--- config.mk ---
export PLATFORM = sky130hd
export DESIGN_NAME = mc_control_fsm
export DESIGN_NICKNAME = d
export VERILOG_FILES = /design/src/rtl/mc_ctrl_pkg.sv /design/src/rtl/mc_ctrl_outdec.sv /design/src/rtl/mc_control_fsm.sv
export SDC_FILE = /design/constraint.sdc
export NUM_CORES = 1
export LEC_CHECK = 0
export ABC_AREA = 1
export CORE_MARGIN = 2
export CORE_UTILIZATION = 30
export CTS_BUF_LIST = sky130_fd_sc_hd__clkbuf_2
export DETAILED_ROUTE_END_ITERATION = 12
export GPL_TIMING_DRIVEN = 1
export PLACE_DENSITY = 0.76
export RECOVER_POWER = 25
export SYNTH_ARGS = -nofsm -noshare
export SYNTH_HDL_FRONTEND = slang
export SYNTH_SLANG_ARGS = --single-unit
--- constraint.sdc ---
create_clock -name clk -period 1.7 [get_ports clk]
set_input_delay 0.425 -clock clk [delete_from_list [all_inputs] [get_ports clk]]
set_output_delay 0.425 -clock clk [all_outputs]
set_load 0.02 [all_outputs]
--- src/rtl/mc_ctrl_pkg.sv ---
// Shared encodings for the multicycle control FSM: state enum, opcodes, mux selects.
// Latency: n/a (declarations only).
// Backpressure: n/a.
// Optional feature macro: MC_CTRL_ADDI_EN adds the ADDIEXEC/ADDIWB states.
package mc_ctrl_pkg;

    typedef enum logic [3:0] {
        FETCH    = 4'd0,
        DECODE   = 4'd1,
        MEMADR   = 4'd2,
        MEMREAD  = 4'd3,
        MEMWB    = 4'd4,
        MEMWRITE = 4'd5,
        EXECUTE  = 4'd6,
        ALUWB    = 4'd7,
        BRANCH   = 4'd8,
`ifdef MC_CTRL_ADDI_EN
        JUMP     = 4'd9,
        ADDIEXEC = 4'd10,
        ADDIWB   = 4'd11
`else
        JUMP     = 4'd9
`endif
    } state_t;

    localparam logic [5:0] OP_LW    = 6'b100011;
    localparam logic [5:0] OP_SW    = 6'b101011;
    localparam logic [5:0] OP_RTYPE = 6'b000000;
    localparam logic [5:0] OP_BEQ   = 6'b000100;
    localparam logic [5:0] OP_J     = 6'b000010;
    localparam logic [5:0] OP_ADDI  = 6'b001000;

    localparam logic [1:0] ALUOP_ADD   = 2'b00;
    localparam logic [1:0] ALUOP_SUB   = 2'b01;
    localparam logic [1:0] ALUOP_FUNCT = 2'b10;

    localparam logic [1:0] SRCB_RD2    = 2'b00;
    localparam logic [1:0] SRCB_FOUR   = 2'b01;
    localparam logic [1:0] SRCB_IMM    = 2'b10;
    localparam logic [1:0] SRCB_IMMSH2 = 2'b11;

    localparam logic [1:0] PCSRC_ALU    = 2'b00;
    localparam logic [1:0] PCSRC_ALUOUT = 2'b01;
    localparam logic [1:0] PCSRC_JUMP   = 2'b10;

endpackage

--- src/rtl/mc_ctrl_outdec.sv ---
// Purely combinational state-to-control decode for the multicycle datapath.
// Latency: 0 cycles (outputs follow state, Zero and MemReady in the same cycle).
// Backpressure: MemReady gates the fetch strobes; unknown/illegal states drive all zeros.
// Ports: state in; Zero, MemReady in; mux selects and write strobes out.
// Optional feature macro: MC_CTRL_ADDI_EN decodes ADDIEXEC/ADDIWB.
module mc_ctrl_outdec
    import mc_ctrl_pkg::*;
(
    input  state_t     state,
    input  logic       Zero,
    input  logic       MemReady,
    output logic       IorD,
    output logic       ALUSrcA,
    output logic       RegDst,
    output logic       MemtoReg,
    output logic [1:0] ALUSrcB,
    output logic [1:0] PCSrc,
    output logic [1:0] ALUOp,
    output logic       IRWrite,
    output logic       MemWrite,
    output logic       RegWrite,
    output logic       PCEn
);

    always_comb begin
        IorD     = 1'b0;
        ALUSrcA  = 1'b0;
        RegDst   = 1'b0;
        MemtoReg = 1'b0;
        ALUSrcB  = SRCB_RD2;
        PCSrc    = PCSRC_ALU;
        ALUOp    = ALUOP_ADD;
        IRWrite  = 1'b0;
        MemWrite = 1'b0;
        RegWrite = 1'b0;
        PCEn     = 1'b0;
        case (state)
            FETCH: begin
                ALUSrcB = SRCB_FOUR;
                // IR load and PC+4 commit only once the instruction word has arrived.
                IRWrite = MemReady;
                PCEn    = MemReady;
            end
            DECODE: begin
                // Precompute the branch target while the opcode is being decoded.
                ALUSrcB = SRCB_IMMSH2;
            end
            MEMADR: begin
                ALUSrcA = 1'b1;
                ALUSrcB = SRCB_IMM;
            end
            MEMREAD: begin
                IorD = 1'b1;
            end
            MEMWB: begin
                MemtoReg = 1'b1;
                RegWrite = 1'b1;
            end
            MEMWRITE: begin
                IorD     = 1'b1;
                MemWrite = 1'b1;
            end
            EXECUTE: begin
                ALUSrcA = 1'b1;
                ALUOp   = ALUOP_FUNCT;
            end
            ALUWB: begin
                RegDst   = 1'b1;
                RegWrite = 1'b1;
            end
            BRANCH: begin
                ALUSrcA = 1'b1;
                ALUOp   = ALUOP_SUB;
                PCSrc   = PCSRC_ALUOUT;
                PCEn    = Zero;
            end
            JUMP: begin
                PCSrc = PCSRC_JUMP;
                PCEn  = 1'b1;
            end
`ifdef MC_CTRL_ADDI_EN
            ADDIEXEC: begin
                ALUSrcA = 1'b1;
                ALUSrcB = SRCB_IMM;
            end
            ADDIWB: begin
                RegWrite = 1'b1;
            end
`endif
            default: ;
        endcase
    end

endmodule

--- src/rtl/mc_control_fsm.sv ---
// Multicycle MIPS-style main controller: state register, next-state logic, output decode.
// Latency: lw 5, sw/R-type/addi 4, beq/j 3, illegal opcode 2 cycles (MemReady held high).
// Backpressure: FETCH, MEMREAD and MEMWRITE hold until MemReady=1.
// Ports: clk, rst_n (async active-low); Op, Zero, MemReady in; datapath selects/strobes out.
// Optional feature macro: MC_CTRL_ADDI_EN makes Op=001000 legal (ADDIEXEC/ADDIWB).
module mc_control_fsm
    import mc_ctrl_pkg::*;
(
    input  logic       clk,
    input  logic       rst_n,
    input  logic [5:0] Op,
    input  logic       Zero,
    input  logic       MemReady,
    output logic       IorD,
    output logic       ALUSrcA,
    output logic       RegDst,
    output logic       MemtoReg,
    output logic [1:0] ALUSrcB,
    output logic [1:0] PCSrc,
    output logic [1:0] ALUOp,
    output logic       IRWrite,
    output logic       MemWrite,
    output logic       RegWrite,
    output logic       PCEn
);

    state_t state;
    state_t next_state;

    always_ff @(posedge clk or negedge rst_n) begin
        if (!rst_n) begin
            state <= FETCH;
        end else begin
            state <= next_state;
        end
    end

    always_comb begin
        next_state = FETCH;
        case (state)
            FETCH:    next_state = MemReady ? DECODE : FETCH;
            DECODE: begin
                case (Op)
                    OP_LW, OP_SW: next_state = MEMADR;
                    OP_RTYPE:     next_state = EXECUTE;
                    OP_BEQ:       next_state = BRANCH;
                    OP_J:         next_state = JUMP;
`ifdef MC_CTRL_ADDI_EN
                    OP_ADDI:      next_state = ADDIEXEC;
`endif
                    // Unknown opcodes abandon the instruction without any write.
                    default:      next_state = FETCH;
                endcase
            end
            // Only lw/sw can reach MEMADR, so anything other than sw is a load.
            MEMADR:   next_state = (Op == OP_SW) ? MEMWRITE : MEMREAD;
            MEMREAD:  next_state = MemReady ? MEMWB : MEMREAD;
            MEMWRITE: next_state = MemReady ? FETCH : MEMWRITE;
            MEMWB:    next_state = FETCH;
            EXECUTE:  next_state = ALUWB;
            ALUWB:    next_state = FETCH;
            BRANCH:   next_state = FETCH;
            JUMP:     next_state = FETCH;
`ifdef MC_CTRL_ADDI_EN
            ADDIEXEC: next_state = ADDIWB;
            ADDIWB:   next_state = FETCH;
`endif
            // Illegal encodings recover to FETCH on the next edge.
            default:  next_state = FETCH;
        endcase
    end

    mc_ctrl_outdec u_outdec (
        .state    (state),
        .Zero     (Zero),
        .MemReady (MemReady),
        .IorD     (IorD),
        .ALUSrcA  (ALUSrcA),
        .RegDst   (RegDst),
        .MemtoReg (MemtoReg),
        .ALUSrcB  (ALUSrcB),
        .PCSrc    (PCSrc),
        .ALUOp    (ALUOp),
        .IRWrite  (IRWrite),
        .MemWrite (MemWrite),
        .RegWrite (RegWrite),
        .PCEn     (PCEn)
    );

endmodule

Yosys cells after proc, flatten, opt, wreduce, memory -nomap -nowiden --
Index checks and enable logic that the tools add are counted.
Storage, ports and cells: input bits 10, register bits 4
Operators by class: muxes and demuxes 17, equality and inequality tests 13, reduce and logical (&&, ||, !) cells 6
Operator list (count):
- 4-bit one-hot mux with 6 select lines | 1
- 4-bit by 3-bit == test with 1-bit output (second input constant) | 4
- 4-bit one-hot mux with 4 select lines | 1
- 6-bit == test (second input constant) | 2
- 3-bit 2-to-1 mux | 3
- 4-bit by 2-bit == test with 1-bit output (second input constant) | 2
- 4-bit == test (second input constant) | 2
- 1-bit 2-to-1 mux | 8
- 2-bit one-hot mux with 2 select lines | 2
- 6-bit by 2-bit == test with 1-bit output (second input constant) | 1
- 6-bit by 3-bit == test with 1-bit output (second input constant) | 1
- 6-bit zero test | 1
- 2-bit one-hot mux with 3 select lines | 1
- 2-bit OR reduction | 3
- 4-bit by 1-bit == test with 1-bit output (second input constant) | 1
- 4-bit zero test | 1
- 1-bit one-hot mux with 3 select lines | 1
- 3-bit OR reduction | 1

Logic depth before layout (Yosys ltp) --
Gate-level depths: netlist of the first run.
depth in word-level cells 4, gate-level depth with buffers 6, mapped depth without buffers 6

Cells and area by module --
A second synthesis of the first run with hierarchy kept.
Second synthesis, totals: cell total of the unflattened synthesis 89, area, all modules 494.2 µm²
By module, submodules not included:
- mc_control_fsm | cells an instance 58, area each 334.1 µm², instances 1, seq. area each 100.1 µm²
- mc_ctrl_outdec | cells an instance 31, area each 160.2 µm², instances 1, seq. area each 0.0 µm²

Worst setup path before layout of the first run --
Ideal clock, no wire load.
path type register to output, from register state[2], to output port PCEn, stages on the path, launching flop included 6, path slack 0.056 ns, arrival 1.219 ns, path buffers 0, data required time 1.275 ns, cells stage by stage dfrtp_1 > inv_2 > nand2_1 > nor3_2 > inv_1 > nand3_1
On the way: cells in the longest elaborated chain, start to end 2, elaborated cells between the ends (all ways) 4, those cells by class 2 x eq/ne; 1 x mux; 1 x reduce/logical
RTL lines:
- start: declaration | line mc_control_fsm.sv:27 | state_t state;
- start signal: assignment | line mc_control_fsm.sv:34 | state <= next_state;
- 4-bit == test / 4-bit zero test (equally long branches) | line mc_ctrl_outdec.sv:37 | case (state)
- 1-bit one-hot mux with 3 select lines * | line mc_ctrl_outdec.sv:37
- end: declaration | line mc_control_fsm.sv:24 | output logic PCEn
Every way passes the cells marked *; elsewhere a longest branch is shown, timed or not.

Final worst setup path of the first run --
from register state[3], to output port PCEn
The elaborated chain is that of the path after synthesis.

==> results of run 1 <==
power by group through the flow:
| stage | Combinational [W] | Sequential [W] | Clock (W) |
|---|---|---|---|
| 6_report | 0.000753 | 0.000153 | 0.0000864 |
| 5_1_grt | 0.000825 | 0.000156 | 0.0000931 |
| 4_1_cts | 0.000669 | 0.000148 | 0.0000896 |
| 3_5_place_dp | 0.000656 | 0.000149 | 0 |
| 3_3_place_gp | 0.000642 | 0.000149 | 0 |
| 2_1_floorplan | 0.000318 | 0.000150 | 0 |
worst max-delay path, cell delays in order (launching register included):
cell and delay [ps]:
dfrtp_2 440, inv_2 120, nand2_4 70, nor3_4 200, inv_2 60, nand3_2 70
buf_6 110
layer usage:
metal,track usage,vias to the layer above,share of wire
li1,-,342,-
met5,0,-,0
met1,0.148,275,0.37
met2,0.298,20,0.56
met4,0.0375,0,0
met3,0.0431,0,0.067
worst min path at each step:
stage               start        to  slack, ps  cells after the start
floorplan           rst_n  state[0]        130                      0
global placement    rst_n  state[0]        630                      1
detailed placement  rst_n  state[1]        640                      1
CTS                 rst_n  state[2]        410                      1
global route        rst_n  state[2]        490                      1
finish              rst_n  state[2]        480                      1
final cells by class:
| class | count | area (um2) | share of cell area |
|---|---|---|---|
| Timing Repair Buffer | 41 | 337 | 0.385 |
| Inverter | 18 | 67.6 | 0.0774 |
| Multi-Input combinational cell | 60 | 334 | 0.383 |
| Clock buffer | 3 | 15.0 | 0.0172 |
| Tap cell | 15 | 18.8 | 0.0215 |
| Sequential cell | 4 | 101 | 0.116 |
per-stage QoR:
stage	std cells	hold WS [ps]	setup TNS (ps)	instance area [um2]	setup slack (ps)
after global routing	141	486	-276	873	-96.4
after global placement	134	632	-2950	796	-593
final	141	477	-16.7	873	-16.7
after CTS	139	408	-291	816	-94.8
after detailed placement	134	637	-3160	796	-667
after floorplan	82	129	0	442	56.4
cells by family (layout without fill, tap and decap cells):
kind of cell / Yosys count / in the layout / synth area share
flops: 4 / 4 / 0.227
buf+inv: 18 / 62 / 0.153
compound gates: 3 / 3 / 0.0340
simple gates: 57 / 57 / 0.586
layout by cell type, fill, tap and decap left out, drive strengths merged, types with 2 or more instances in the layout:
cell type      instances
nor2                  25
clkdlybuf4s50          7
nor3                   3
nand2                 19
a21oi                  2
inv                   18
nand3                  9
dfrtp                  4
clkbuf                 3
buf                   31
timing repair:
action | 4_1_cts | 5_1_grt
pin swaps | 1 | 2
setup buffers | 2 | 2
hold endpoints to repair | 0 | 0
setup endpoints to repair | 14 | 11
gates resized for setup | 60 | 24
hold buffers | 0 | 0
==> reports/qor.csv, run 1 <==
metric,value,unit
top_register,state,
reg_top3,state x4,
per_cell_via_count_in_the_routed_design,4.52,
crit-reg2reg-launch,state[3],
clockBufferDepth,2,
kind_of_capture_point_of_the_worst_setup_path,primary output,
drt-pass1-iter-count,4,
peakVddDrop,0.000567,V
setup_viol_count_final,1,
finalWeightedCongestion,0.794,
overall_die_area,0.00180,mm2
pwr-share-clk,0.087,
cts_tree,yes,
slew_viol_final,0,
grt_pass1_wl,2.10,mm
relSlewSlack,0.864,
ff2ff_path_depth,9,
setup_ws,-16.7,ps
die-width,42.4,um
worstPathMaxFanout,4,
num_antenna_cells,0,
route.vias.total,637,
total_switching_power,0.000477,W
io_buffer_count,23,
worst_skew_pair.late_latency,210,ps
number_of_flip_flops_in_the_largest_register,4,
syn-num-nets,92,
worst_slew_pin_tran,203,ps
routedWlPerCell,9.37,um
syn-mean-instance-area,5.39,um2
overall_power_after_layout,0.000992,W
area_growth_from_synthesis_to_layout,97.7,%
netlist_area,442,um2
drcViolationCount,0,
yosysWarningCount,0,
timing.final.crit_share,1.01,
worst_setup_path_category,reg2out,
synth_common_cells,"nor2_1 (21), nand2_1 (16), inv_1 (13), nand3_1 (9), inv_2 (5)",
via_count_of_the_first_global_routing_pass,559,
yosys.cell_count.top_type,nor2_1,
ys_top_cells_by_area,"dfrtp_1 (23%), nor2_1 (18%), nand2_1 (14%), inv_1 (11%), nand3_1 (10%)",
utilization,0.655,
synth_largest_area_cell,dfrtp_1,
crit_required,1270,ps
rows,13,
p_leak,0.512,nW
switching_share_of_total_power,0.481,
run_status,finished with violations,
worst_clock_skew,11.2,ps
worst_hold_path_type,in2async,
crit_path_start_kind,flop,
fin_crit,1720,ps
route.final.wire_length,1.32,mm
grt-ovfl-total,0,
async_reset_ff_frac,1.00,
ys_dominant_reg_cell,dfrtp_1,
comb_power_share,0.759,
pwr-share-seq,0.154,
synth_cell_types,13,
pin_count,24,
crit_end,PCEn,
count_of_nets_after_finishing,138,
crit-reg2reg-capture,state[0],
place_hpwl,1.01,mm
count_of_flip_flops_with_a_built_in_enable_after_synthesis,0,
die-height,42.4,um
setup_repair_after_global_routing_missed_its_margin,yes,
yosys.area.top_type_share,0.227,
p_int,0.000515,W
worst-endpoint-arrival,1290,ps
synth_cells,82,
global_route_usage_over_all_layers,0.150,
clockRootBuffer,clkbuf_2,
antenna_left,0,
cts.htree.levels,1,
initial_core_util,0.331,
reg2reg_slack,280,ps
layout-drive-gt1-share,0.460,
power.density,1140,mW/mm2
synth.ff_latch_count,4,
grt_antenna_before_repair,0,
num-fill-cells,134,
detail_route.iter0.violations,3,
clock-sinks,4,
clk_transition_reported_paths,50,ps
fmax,582,MHz
numCtsBuffers,3,
hold_violations,0,
coreArea,0.00133,mm2
yosysSeqAreaShare,0.227,
grt_start_max_net_pins,6,
worst_setup_path_startpoint,state[3],
cap_violations,0,
failed_checks,setup timing,
Power figures use the tool's default switching activity.
==> run 2: changes to the inputs <==
--- a/config.mk
+++ b/config.mk
@@ -6,12 +6,13 @@
 export NUM_CORES = 1
 export LEC_CHECK = 0
 export ABC_AREA = 1
+export CAP_MARGIN = 15
 export CORE_MARGIN = 2
 export CORE_UTILIZATION = 30
 export CTS_BUF_LIST = sky130_fd_sc_hd__clkbuf_2
 export DETAILED_ROUTE_END_ITERATION = 12
 export GPL_TIMING_DRIVEN = 1
-export PLACE_DENSITY = 0.76
+export PLACE_DENSITY_LB_ADDON = 0.25
 export RECOVER_POWER = 25
 export SYNTH_ARGS = -nofsm -noshare
 export SYNTH_HDL_FRONTEND = slang
==> constraint.sdc (replaced) <==
create_clock -name clk -period 1.6 [get_ports clk]
set_input_delay 0.4 -clock clk [delete_from_list [all_inputs] [get_ports clk]]
set_output_delay 0.4 -clock clk [all_outputs]
set_load 0.02 [all_outputs]
==> run 2 against run 1 <==
Against the previous run: the run still ends with setup timing left; critical endpoint is now ALUSrcA; routed wire length grew 3.9%; first-iteration DRC count grew 100%; global-route usage increased by 1.1 points; die area did not move; largest power group unchanged.
==> reports/qor.csv, run 2 (synthesis results as in run 1) <==
metric,value,unit,change
reg_top3,state x4,,unchanged
peakVddDrop,0.000698,V,was 0.000567 V
grt_antenna_before_repair,0,,unchanged
pwr-share-seq,0.157,,was 0.154
run_status,finished with violations,,unchanged
comb_power_share,0.761,,was 0.759
grt_pass1_wl,2.24,mm,was 2.10 mm
cts_tree,yes,,unchanged
fin_crit,1700,ps,
io_buffer_count,23,,unchanged
grt_start_max_net_pins,6,,unchanged
finalWeightedCongestion,0.753,,was 0.794
hold_violations,0,,unchanged
cp.buffers_inverters,3,,unchanged
per_cell_via_count_in_the_routed_design,4.50,,was 4.52
reg2reg_slack,250,ps,was 280 ps
die-width,42.4,um,unchanged
num-fill-cells,134,,unchanged
crit_path_start_kind,flop,,unchanged
layout.cells.most_common_list,"buf_4 (22), nor2_1 (16), nand2_1 (13)",,"was buf_4 (21), nor2_1 (19), nand2_1 (15)"
top_register,state,,unchanged
drt-pass1-iter-count,4,,unchanged
die-height,42.4,um,unchanged
count_of_nets_after_finishing,138,,unchanged
cpPeakStageDelay,450,ps,was 440 ps
worst_hold_path_type,in2async,,unchanged
crit_path_frequent_cell,buf_6,,was inv_2
final_common_cell,buf_4,,unchanged
placedInstanceArea,793,um2,was 796 um2
p_leak,0.512,nW,about the same
worst_path_max_delay_cell,dfrtp_2,,unchanged
antenna_left,0,,unchanged
pin_count,24,,unchanged
failed_checks,setup timing,,unchanged
fin_worst_hold_slack,457,ps,was 477 ps
via_count_of_the_first_global_routing_pass,571,,was 559
drcViolationCount,0,,unchanged
worst_clock_skew,4.36,ps,was 11.2 ps
seqCellArea,104,um2,was 101 um2
place_hpwl,1.07,mm,was 1.01 mm
timing.final.crit_share,1.06,,
worst_slew_pin_tran,207,ps,was 203 ps
layout-drive-gt1-share,0.516,,was 0.460
clock-sinks,4,,unchanged
kind_of_capture_point_of_the_worst_setup_path,primary output,,unchanged
detail_route.iter0.violations,6,,was 3
grt-ovfl-total,0,,unchanged
worstPathMaxFanout,4,,unchanged
number_of_flip_flops_in_the_largest_register,4,,unchanged
setup_repair_after_global_routing_missed_its_margin,yes,,unchanged
coreArea,0.00133,mm2,unchanged
timing.critical_path.max_delay_family,flip-flops,,unchanged
power.density,1190,mW/mm2,was 1140 mW/mm2
wl_met1,530,um,was 487 um
cap_violations,0,,unchanged
cts.htree.levels,1,,unchanged
num_antenna_cells,0,,unchanged
global_route_usage_over_all_layers,0.162,,was 0.150
route.vias.total,634,,was 637
routedWlPerCell,9.74,um,was 9.37 um
multi_input_comb_area,359,um2,was 334 um2
setup_ws,-99.6,ps,was -16.7 ps
dr_wl_met3,82,um,was 88 um
met2WireLength,760,um,was 746 um
post_cts_hold_buffer_count,0,,unchanged
worst_skew_pair.late_latency,210,ps,about the same
area_growth_from_synthesis_to_layout,112,%,was 97.7%
pwr-share-clk,0.083,,was 0.087
overall_die_area,0.00180,mm2,unchanged
route.final.wire_length,1.37,mm,was 1.32 mm
worst-endpoint-arrival,1300,ps,was 1290 ps
clk_transition_reported_paths,50,ps,about the same
clockBufferDepth,2,,unchanged
crit_required,1200,ps,was 1270 ps
total_switching_power,0.000535,W,was 0.000477 W
slew_viol_final,0,,unchanged
worst_setup_path_category,reg2out,,unchanged
fmax,588,MHz,
switching_share_of_total_power,0.482,,was 0.481
rows,13,,unchanged
p_int,0.000574,W,was 0.000515 W
setup_viol_count_final,10,,was 1
clockRootBuffer,clkbuf_2,,unchanged
post-route-cell-area,936,um2,was 873 um2
numCtsBuffers,3,,unchanged
top_signal_layer_used,met3,,unchanged
path_cells,buf_6 -> nor2_4 -> nand2_2 -> inv_2 -> nor2_1 -> nand2_1 -> buf_6,,was inv_2 -> nand2_4 -> nor3_4 -> inv_2 -> nand3_2 -> buf_6
relSlewSlack,0.861,,was 0.864
initial_core_util,0.331,,unchanged
==> run 2: cell count changes in the layout (fill, tap and decap cells not counted), sizes merged <==
cell          change
dlygate4sd2       +1
dlymetal6s2s      -1
==> run 2: per-layer routing <==
layer	up-vias	global-route usage
li1	341	-
met1	271	0.177
met2	22	0.295
met3	0	0.0172
met4	0	0.0938
met5	-	0
==> run 2: worst register-to-register path, stage by stage (launching register included) <==
cell and delay, ps:
dfrtp_2 440, buf_4 160, nand2_2 100, inv_1 80
buf_4 130, nand3_1 80, nand2_1 60, nor2_1 100
nand2_1 60
==> run 2: path summary, 6_finish.rpt <==
kind / from / endpoint / cells after the start
setup / recovery: state[3] / ALUSrcA / 7
hold / removal: rst_n / state[2] / 1
setup reg to reg: state[1] / state[0] / 8
hold reg to reg: state[1] / state[3] / 4
max in group asynchronous: rst_n / state[0] / 1
min in group clk: state[1] / state[3] / 4
==> run 2: area by class of cell <==
cell class	instances	area share
clock buffer	3	0.0160
inverter	18	0.0775
multi-input combinational	60	0.384
sequential	4	0.111
tap	15	0.0201
timing repair buffer	41	0.392
==> run 2: repair_timing <==
item | in CTS | in global routing
endpoints found under the setup margin | 14 | 14
resized for setup | 69 | 36
hold endpoints to repair | 0 | 0
pin swaps | 3 | 4
buffers inserted | 1 | 5
==> run 2: power groups by stage <==
| stage | clock [W] | sequential (W) | combinational (W) |
|---|---|---|---|
| 3_3_place_gp | 0 | 0.000158 | 0.000677 |
| 3_5_place_dp | 0 | 0.000161 | 0.000689 |
| 6_report | 0.0000916 | 0.000174 | 0.000844 |
| 2_1_floorplan | 0 | 0.000161 | 0.000356 |
| 4_1_cts | 0.0000947 | 0.000161 | 0.000702 |
| 5_1_grt | 0.000102 | 0.000177 | 0.000920 |
==> run 2: stage by stage <==
step | setup TNS (ps) | setup slack [ps] | cells | power, W | utilization
3_5_place_dp | -3970 | -713 | 132 | 0.000850 | 0.595
2_1_floorplan | 0 | 29.7 | 82 | 0.000517 | -
3_3_place_gp | -3590 | -635 | 132 | 0.000835 | 0.595
6_report | -445 | -99.6 | 141 | 0.00111 | 0.702
5_1_grt | -1370 | -186 | 141 | 0.00120 | 0.702
4_1_cts | -448 | -105 | 136 | 0.000958 | 0.603
